$ cat config.mk
export PLATFORM = sky130hd
export DESIGN_NAME = matmul_stream_core
export DESIGN_NICKNAME = d
export VERILOG_FILES = /design/src/rtl/matmul_stream_core.sv
export SDC_FILE = /design/constraint.sdc
export NUM_CORES = 1
export LEC_CHECK = 0
export CORE_UTILIZATION = 45
export DETAILED_ROUTE_END_ITERATION = 10
export GPL_TIMING_DRIVEN = 0
export PLACE_DENSITY = 0.69
export SLEW_MARGIN = 20
export SYNTH_ARGS = -nofsm -noshare
export SYNTH_HDL_FRONTEND = slang
export SYNTH_SLANG_ARGS = --single-unit
$ cat constraint.sdc
create_clock -name clk -period 3.05 [get_ports clk]
set_input_delay 0.61 -clock clk [delete_from_list [all_inputs] [get_ports clk]]
set_output_delay 0.61 -clock clk [all_outputs]
set_load 0.01 [all_outputs]
$ cat src/rtl/matmul_stream_core.sv
// Streaming signed NxN matrix multiplier: load A/B pairs, one MAC per cycle, stream C row-major.
// Optional build macro MATMUL_SAT_EN: saturate results to OUT_W bits instead of wrapping.
module matmul_stream_core #(
    parameter int N     = 2,
    parameter int W     = 2,
    parameter int OUT_W = 8
) (
    input  logic             clk,
    input  logic             rst_n,
    input  logic             ena,
    input  logic             in_valid,
    output logic             in_ready,
    input  logic [W-1:0]     a_in,
    input  logic [W-1:0]     b_in,
    output logic             out_valid,
    input  logic             out_ready,
    output logic [OUT_W-1:0] c_out,
    output logic             busy
);

    localparam int ACC_W = 2 * W + $clog2(N);
    localparam int IDX_W = $clog2(N);
    localparam int EL    = N * N;
    localparam int EL_W  = $clog2(EL);
    localparam int WIDE  = (ACC_W > OUT_W) ? ACC_W : OUT_W;

    localparam logic [IDX_W-1:0] IDX_LAST = IDX_W'(N - 1);
    localparam logic [EL_W-1:0]  EL_LAST  = EL_W'(EL - 1);

`ifdef MATMUL_SAT_EN
    localparam logic signed [WIDE-1:0] SAT_MAX = WIDE'((64'sd1 <<< (OUT_W - 1)) - 64'sd1);
    localparam logic signed [WIDE-1:0] SAT_MIN = ~SAT_MAX;
`endif

    typedef enum logic [1:0] {
        LOAD,
        COMPUTE,
        OUTPUT
    } stateT;

    stateT state;
    stateT nextState;

    logic [EL_W-1:0]  loadIdx;
    logic [EL_W-1:0]  outIdx;
    logic [IDX_W-1:0] iIdx;
    logic [IDX_W-1:0] jIdx;
    logic [IDX_W-1:0] kIdx;

    logic signed [ACC_W-1:0] acc;
    logic signed [W-1:0]     matA [EL];
    logic signed [W-1:0]     matB [EL];
    logic signed [ACC_W-1:0] matC [EL];

    logic [EL_W-1:0]         aAddr;
    logic [EL_W-1:0]         bAddr;
    logic [EL_W-1:0]         cAddr;
    logic signed [ACC_W-1:0] aExt;
    logic signed [ACC_W-1:0] bExt;
    logic signed [ACC_W-1:0] macSum;
    logic                    loadLast;
    logic                    computeLast;
    logic                    outLast;

    // Narrowing of the exact accumulator value to the output lane width.
    function automatic logic [OUT_W-1:0] fmt(input logic signed [ACC_W-1:0] value);
        logic signed [WIDE-1:0] wideVal;
        wideVal = WIDE'(value);
`ifdef MATMUL_SAT_EN
        if (wideVal > SAT_MAX) begin
            wideVal = SAT_MAX;
        end else if (wideVal < SAT_MIN) begin
            wideVal = SAT_MIN;
        end
`endif
        return OUT_W'(wideVal);
    endfunction

    always_comb begin
        aAddr       = EL_W'(int'(iIdx) * N + int'(kIdx));
        bAddr       = EL_W'(int'(kIdx) * N + int'(jIdx));
        cAddr       = EL_W'(int'(iIdx) * N + int'(jIdx));
        aExt        = ACC_W'(matA[aAddr]);
        bExt        = ACC_W'(matB[bAddr]);
        macSum      = ((kIdx == '0) ? '0 : acc) + aExt * bExt;
        loadLast    = (loadIdx == EL_LAST);
        outLast     = (outIdx == EL_LAST);
        computeLast = (iIdx == IDX_LAST) && (jIdx == IDX_LAST) && (kIdx == IDX_LAST);
    end

    always_ff @(posedge clk or negedge rst_n) begin
        if (!rst_n) begin
            state <= LOAD;
        end else begin
            state <= nextState;
        end
    end

    // ena gates every transition, so a low ena freezes the FSM in place.
    always_comb begin
        nextState = state;
        in_ready  = 1'b0;
        out_valid = 1'b0;
        busy      = 1'b0;
        c_out     = fmt(matC[outIdx]);
        unique case (state)
            LOAD: begin
                in_ready = ena;
                if (ena && in_valid && loadLast) begin
                    nextState = COMPUTE;
                end
            end
            COMPUTE: begin
                busy = 1'b1;
                if (ena && computeLast) begin
                    nextState = OUTPUT;
                end
            end
            OUTPUT: begin
                out_valid = ena;
                if (ena && out_ready && outLast) begin
                    nextState = LOAD;
                end
            end
            default: nextState = LOAD;
        endcase
    end

    // Every counter wraps to zero on its final step, so returning to LOAD leaves them cleared.
    always_ff @(posedge clk or negedge rst_n) begin
        if (!rst_n) begin
            loadIdx <= '0;
            outIdx  <= '0;
            iIdx    <= '0;
            jIdx    <= '0;
            kIdx    <= '0;
            acc     <= '0;
            for (int e = 0; e < EL; e++) begin
                matA[e] <= '0;
                matB[e] <= '0;
                matC[e] <= '0;
            end
        end else if (ena) begin
            unique case (state)
                LOAD: begin
                    if (in_valid) begin
                        matA[loadIdx] <= $signed(a_in);
                        matB[loadIdx] <= $signed(b_in);
                        loadIdx       <= loadLast ? '0 : loadIdx + EL_W'(1);
                    end
                end
                COMPUTE: begin
                    acc <= macSum;
                    if (kIdx == IDX_LAST) begin
                        kIdx        <= '0;
                        matC[cAddr] <= macSum;
                        if (jIdx == IDX_LAST) begin
                            jIdx <= '0;
                            iIdx <= (iIdx == IDX_LAST) ? '0 : iIdx + IDX_W'(1);
                        end else begin
                            jIdx <= jIdx + IDX_W'(1);
                        end
                    end else begin
                        kIdx <= kIdx + IDX_W'(1);
                    end
                end
                OUTPUT: begin
                    if (out_ready) begin
                        outIdx <= outLast ? '0 : outIdx + EL_W'(1);
                    end
                end
                default: ;
            endcase
        end
    end

endmodule

==> results.sh, run 1 <==
export IMPL_status="finished, violations left"
export IMPL_violations="setup timing"
export IMPL_cp_start_kind="flop"
export IMPL_place_hpwl_um=3080
export IMPL_io_pins=20
export IMPL_htree_levels=2
export IMPL_gp_congestion=0.716
export IMPL_grt_max_degree=51
export IMPL_cts_buffers=5
export IMPL_drv_slew=0
export IMPL_synth_area_um2=2550
export IMPL_start_util_pct=46.5
export IMPL_end_kind="flop"
export IMPL_worst_pin_slew_ns=0.782
export IMPL_cp_slowest_cell="mux4_2"
export IMPL_firstDrtPassIters=4
export IMPL_final_common_cell="dfrtp_1"
export IMPL_synth_cell_types=35
export IMPL_die_h_um=77.2
export IMPL_portBuffers=19
export IMPL_finalSetupViolations=10
export IMPL_ant_nets=0
export IMPL_area_delta_synth_final_pct=22.2
export IMPL_post_synth_cell_area_avg_um2=13.2
export IMPL_tritoncts="built"
export IMPL_die_area_um2=5960
export IMPL_antenna_found_initial=0
export IMPL_ys_warn_count=0
export IMPL_diodes=0
export IMPL_worstPathCellList="buf_8 -> mux4_2 -> nor2b_4 -> fa_2 -> inv_2 -> fa_2 -> inv_2 -> ha_4 -> nand2b_4 -> a21oi_4 -> xor2_4 -> mux2i_1 -> a221o_1"
export IMPL_grt_overflow=0
export IMPL_cts_hold_fix_buffers=0
export IMPL_vias_per_cell=5.19
export IMPL_grt_usage_pct=17.0
export IMPL_crit_required_ns=3.25
export IMPL_cap_violations=0
export IMPL_hold_worst_slack_ns=0.320
export IMPL_reg2reg_from="kIdx"
export IMPL_finalWorstSetupSlack_ns=-0.174
export IMPL_period_needed_ns=3.22
export IMPL_rr_worst_depth=13
export IMPL_grt_pass1_vias=1584
export IMPL_cp_num_cells=13
export IMPL_arrival_ns=3.42
export IMPL_clkTransAtPathRegs_ns=0.10
export IMPL_cts_root_buf="clkbuf_8"
export IMPL_fp_dieW_um=77.2
export IMPL_r2r_slack_ns=-0.17
export IMPL_fillers=476
export IMPL_cp_max_fo=4
export IMPL_dpl_instance_area_um2=2900
export IMPL_grt_pass1_wl_um=7590
export IMPL_clock_latency_ns=0.31
export IMPL_syn_inst=193
export IMPL_syn_nets=214
export IMPL_slew_headroom_pct=47.7
export IMPL_dp_cells=284
export IMPL_report_final_hold_viol_count=0
export IMPL_rsz0062_at_grt="yes"
export IMPL_period_share_pct=106
export IMPL_fin_skew_ns=0.0132
export IMPL_drc=0
export IMPL_mostFrequentLayoutCells="dfrtp_1, mux2_2, clkdlybuf4s50_1, nand2_1"
export IMPL_first_iter_violations=48
export IMPL_cts_sinks=50
export IMPL_seq_area_frac_synth_pct=49.1
export IMPL_row_count=27
export IMPL_fmax_ghz=0.310
export IMPL_crit_family="adder cells"
export IMPL_routed_wirelength_um=4440
export IMPL_timing_rr_end="acc[4]"
export IMPL_hp_class="in2async"
export IMPL_vias=1530
export IMPL_clockBufferDepth=2
export IMPL_stdcell_area_um2=3110
export IMPL_finalNetCount=243
export IMPL_crit_type="reg2reg"
export IMPL_stdcell_count=295
export IMPL_wl_per_cell_um=15.0
export IMPL_setup_tns_ns=-0.854
export IMPL_drive_gt1_share_pct=39.0
export IMPL_synth_seq_cells=50
export IMPL_cpPeakStageDelay_ns=0.54
export IMPL_core_um2=5470
export IMPL_critPathBufInv=3
[synthesized netlist by cell type, drive strengths merged]
master | number | area share, %
and3 | 1 | 0.25
nor2 | 8 | 1.3
o21ai | 4 | 0.79
mux2 | 36 | 17
xnor2 | 6 | 2.1
nand2 | 15 | 2.6
nor4 | 1 | 0.84
and2 | 6 | 1.5
or4 | 1 | 0.29
nor2b | 2 | 0.49
nand2b | 3 | 0.74
buf | 7 | 1.8
nor3 | 2 | 0.59
clkbuf | 3 | 0.44
nand4 | 2 | 0.49
inv | 11 | 1.6
a21oi | 4 | 0.79
a31o | 1 | 0.34
fa | 3 | 2.4
mux2i | 2 | 0.79
xor2 | 1 | 0.34
a21o | 2 | 0.59
dfrtp | 50 | 49
or3 | 1 | 0.25
mux4 | 9 | 8.0
a221o | 1 | 0.39
nand3 | 2 | 0.39
ha | 9 | 4.4
[metal layers]
| layer | vias to the layer above | global-route usage [%] | share of wire (%) | wire (um) |
|---|---|---|---|---|
| li1 | 720 | - | - | - |
| met1 | 781 | 22.4 | 46 | 2060 |
| met2 | 24 | 27.1 | 49 | 2160 |
| met3 | 5 | 4.17 | 3.5 | 156 |
| met4 | 0 | 6.42 | 1.4 | 61 |
| met5 | - | 0 | 0 | 0 |
[worst max-delay path by stage]
stage,from,to
3_5_place_dp,kIdx,matC[19]
4_1_cts,kIdx,matC[4]
2_1_floorplan,jIdx,matC[19]
3_3_place_gp,iIdx,matC[19]
5_1_grt,kIdx,acc[4]
6_report,kIdx,acc[4]
[cell type report]
cell class / count / area, um^2 / area share [%]
Inverter: 11 / 41.3 / 1.33
Clock buffer: 5 / 68.8 / 2.21
Clock inverter: 3 / 43.8 / 1.41
Timing Repair Buffer: 23 / 218 / 7.00
Buffer: 9 / 77.6 / 2.49
Tap cell: 72 / 90.1 / 2.90
Multi-Input combinational cell: 122 / 1320 / 42.5
Sequential cell: 50 / 1250 / 40.2
[stage by stage]
step,utilization (%),worst slack (ns)
2_1_floorplan,-,-0.0494
3_3_place_gp,53.1,-0.209
3_5_place_dp,53.1,-0.231
4_1_cts,56.3,-0.175
5_1_grt,56.9,-0.300
6_report,56.9,-0.174
[worst register-to-register path, cell delays in order, from the launching register on]
cell and delay (ns):
dfrtp_1 0.37, buf_8 0.12, mux4_2 0.54, nor2b_4 0.13, fa_2 0.19, inv_2 0.04
fa_2 0.52, inv_2 0.04, ha_4 0.27, nand2b_4 0.06, a21oi_4 0.20, xor2_4 0.26
mux2i_1 0.12, a221o_1 0.27
[logic make-up (layout without fill, tap and decap cells)]
group	after synthesis	count (layout)	synth area share (%)
mux	47	47	25.3
xor+xnor	7	7	2.41
simple gates	44	44	9.68
buf+inv	21	51	3.83
flops	50	50	49.1
fa+ha+maj	12	12	6.78
compound gates	12	12	2.90
[flip-flops by register name, summed over array words and instances, names as in the netlist]
| register | count |
|---|---|
| kIdx | 1 |
| matC | 20 |
| iIdx | 1 |
| acc | 5 |
| matA | 8 |
| state | 2 |
| matB | 8 |
| jIdx | 1 |
| loadIdx | 2 |
| outIdx | 2 |
[what timing repair did]
item / CTS / global route
pin swaps: 7 / 7
gates resized for setup: 8 / 6
setup endpoints to repair: 10 / 18
setup buffers: 4 / 0
endpoints found under the hold margin: 0 / 0
Power of run 1 is not shown: default switching activity piles up to over one toggle a cycle in this logic, so the estimate is an artifact.
==> run 2: changes to the inputs <==
- GPL_TIMING_DRIVEN: 0 -> unset
==> run 2 against run 1 <==
Net effect:
- the run still ends with setup timing left
- fmax rose by 2.2%
- flip-flop and latch count did not move
- count of clock-buffer cells in the layout rose by 1
- routed wire length rose by 3.5%
- final cell count fell by 0.34%
- first-iteration DRC count rose by 44%
- die area did not move
- via count rose by 0.46%
- clock skew fell by 0.0045 ns
- highest routed layer unchanged
- worst setup slack improved by 0.070 ns
- non-clock buffer count fell by 1
- worst hold slack got worse by 0.026 ns
==> results.sh, run 2 (synthesized netlist as in run 1, its figures left out) <==
export IMPL_status="finished, violations left"
export IMPL_violations="setup timing"
export IMPL_setup_tns_ns=-0.619
export IMPL_drc=0
export IMPL_antenna_found_initial=0
export IMPL_end_kind="flop"
export IMPL_pre_cts_slack_ns=-0.160
export IMPL_top_regs="matC x20, matA x8, matB x8"
export IMPL_diodes=0
export IMPL_drv_slew=0
export IMPL_report_final_hold_viol_count=0
export IMPL_power_switching_w=0.00155
export IMPL_grt_usage_pct=17.7
export IMPL_cts_buffers=5
export IMPL_clockBufferDepth=2
export IMPL_reg2reg_from="jIdx"
export IMPL_place_hpwl_um=3300
export IMPL_rsz0062_at_grt="yes"
export IMPL_final_common_cell="dfrtp_1"
export IMPL_cts_hold_fix_buffers=0
export IMPL_fmax_ghz=0.317
export IMPL_cp_max_fo=4
export IMPL_clkTransAtPathRegs_ns=0.10
export IMPL_htree_levels=2
export IMPL_cts_sinks=50
export IMPL_portBuffers=19
export IMPL_clock_latency_ns=0.31
export IMPL_p_int_w=0.00254
export IMPL_cap_violations=0
export IMPL_fin_skew_ns=0.00867
export IMPL_rr_worst_depth=12
export IMPL_die_area_um2=5960
export IMPL_largest_register="matC"
export IMPL_timing_rr_end="matC[19]"
export IMPL_vias_per_cell=5.23
export IMPL_routed_wirelength_um=4590
export IMPL_grt_overflow=0
export IMPL_hp_class="in2async"
export IMPL_ant_nets=0
export IMPL_r2r_slack_ns=-0.10
export IMPL_wl_per_cell_um=15.6
export IMPL_worst_pin_slew_ns=0.584
export IMPL_period_share_pct=103
export IMPL_finalNetCount=242
export IMPL_grt_pass1_wl_um=7940
export IMPL_grt_pass1_vias=1565
export IMPL_finalSetupViolations=10
export IMPL_grt_max_degree=27
export IMPL_cp_start_kind="flop"
export IMPL_slew_headroom_pct=61.0
export IMPL_p_leak_nw=1.39
export IMPL_core_um2=5470
export IMPL_swShare_pct=37.9
export IMPL_start_util_pct=46.5
export IMPL_vdd_drop_max_v=0.000664
export IMPL_tritoncts="built"
export IMPL_period_needed_ns=3.15
export IMPL_gp_congestion=0.745
export IMPL_clkPwrFrac_pct=11.6
export IMPL_drive_gt1_share_pct=37.8
export IMPL_mostFrequentLayoutCells="dfrtp_1, mux2_2, clkdlybuf4s50_1, buf_4, nand2_1"
export IMPL_firstDrtPassIters=4
export IMPL_vias=1537
export IMPL_largest_reg_flops=20
export IMPL_crit_required_ns=3.24
export IMPL_area_delta_synth_final_pct=20.1
export IMPL_io_pins=20
export IMPL_sequentialPowerShare_pct=28.4
export IMPL_p_per_area_nw_per_um2=1340
export IMPL_finalWorstSetupSlack_ns=-0.104
export IMPL_fp_dieW_um=77.2
export IMPL_cts_root_buf="clkbuf_8"
export IMPL_crit_type="reg2reg"
export IMPL_row_count=27
export IMPL_comb_power_share_pct=60.0
export IMPL_die_h_um=77.2
export IMPL_arrival_ns=3.35
export IMPL_first_iter_violations=69
## run 2: cell types whose count changed in the layout (fill, tap and decap cells not counted), sizes merged
cell,previous run,this run
clkinv,1,0
inv,12,11
clkinvlp,0,1
## run 2: worst max-delay path, cell delays in order, from the launching register on
cell and delay [ns]:
dfrtp_1 0.43, mux4_2 0.57, nor2b_4 0.16, fa_2 0.35
inv_2 0.06, fa_1 0.41, inv_2 0.08, ha_4 0.14
nor2_4 0.04, a21oi_4 0.19, xor2_4 0.22, xnor2_2 0.13
mux2_4 0.28
## run 2: worst max-delay path by stage
stage / startpoint / endpoint / slack (ns) / depth (start not counted)
4_1_cts: jIdx / matC[19] / -0.10 / 12
2_1_floorplan: jIdx / matC[19] / -0.05 / 13
6_report: jIdx / matC[19] / -0.10 / 12
5_1_grt: jIdx / matC[19] / -0.21 / 12
3_3_place_gp: kIdx / matC[19] / -0.12 / 12
3_5_place_dp: kIdx / matC[19] / -0.16 / 12
## run 2: metrics by stage
stage | instances | hold WS (ns) | instance area (um^2) | util, % | power, W
floorplan | 193 | 0.314 | 2630 | - | 0.00288
detailed placement | 287 | 0.474 | 2920 | 53.4 | 0.00360
global placement | 287 | 0.462 | 2920 | 53.4 | 0.00352
CTS | 295 | 0.308 | 3050 | 55.8 | 0.00414
global route | 294 | 0.336 | 3060 | 55.9 | 0.00442
finish | 294 | 0.295 | 3060 | 55.9 | 0.00409
## run 2: power by group through the flow
stage	Combinational (W)	Clock (W)	Sequential [W]
CTS	0.00249	0.000489	0.00117
global placement	0.00235	0	0.00117
floorplan	0.00180	0	0.00108
global route	0.00270	0.000512	0.00121
detailed placement	0.00242	0	0.00118
finish	0.00245	0.000476	0.00116
## run 2: per-layer routing
layer | wire length [um] | global-route usage (%)
met5 | 0 | 0
met4 | 54 | 6.23
met3 | 108 | 2.86
met2 | 2220 | 27.8
met1 | 2210 | 24.7
## run 2: what timing repair did
action,CTS,global route
setup endpoints to repair,15,15
setup buffers,0,0
resized for setup,4,2
pin swaps,8,1
## run 2: layout make-up
cell class,instances,area [um^2]
Timing Repair Buffer,31,275
Sequential cell,50,1250
Tap cell,72,90.1
Clock buffer,6,72.6
Multi-Input combinational cell,122,1290
Inverter,11,41.3
Fill cell,468,2410
Clock inverter,2,37.5
Note: power is estimated with default switching activity, not from simulation.
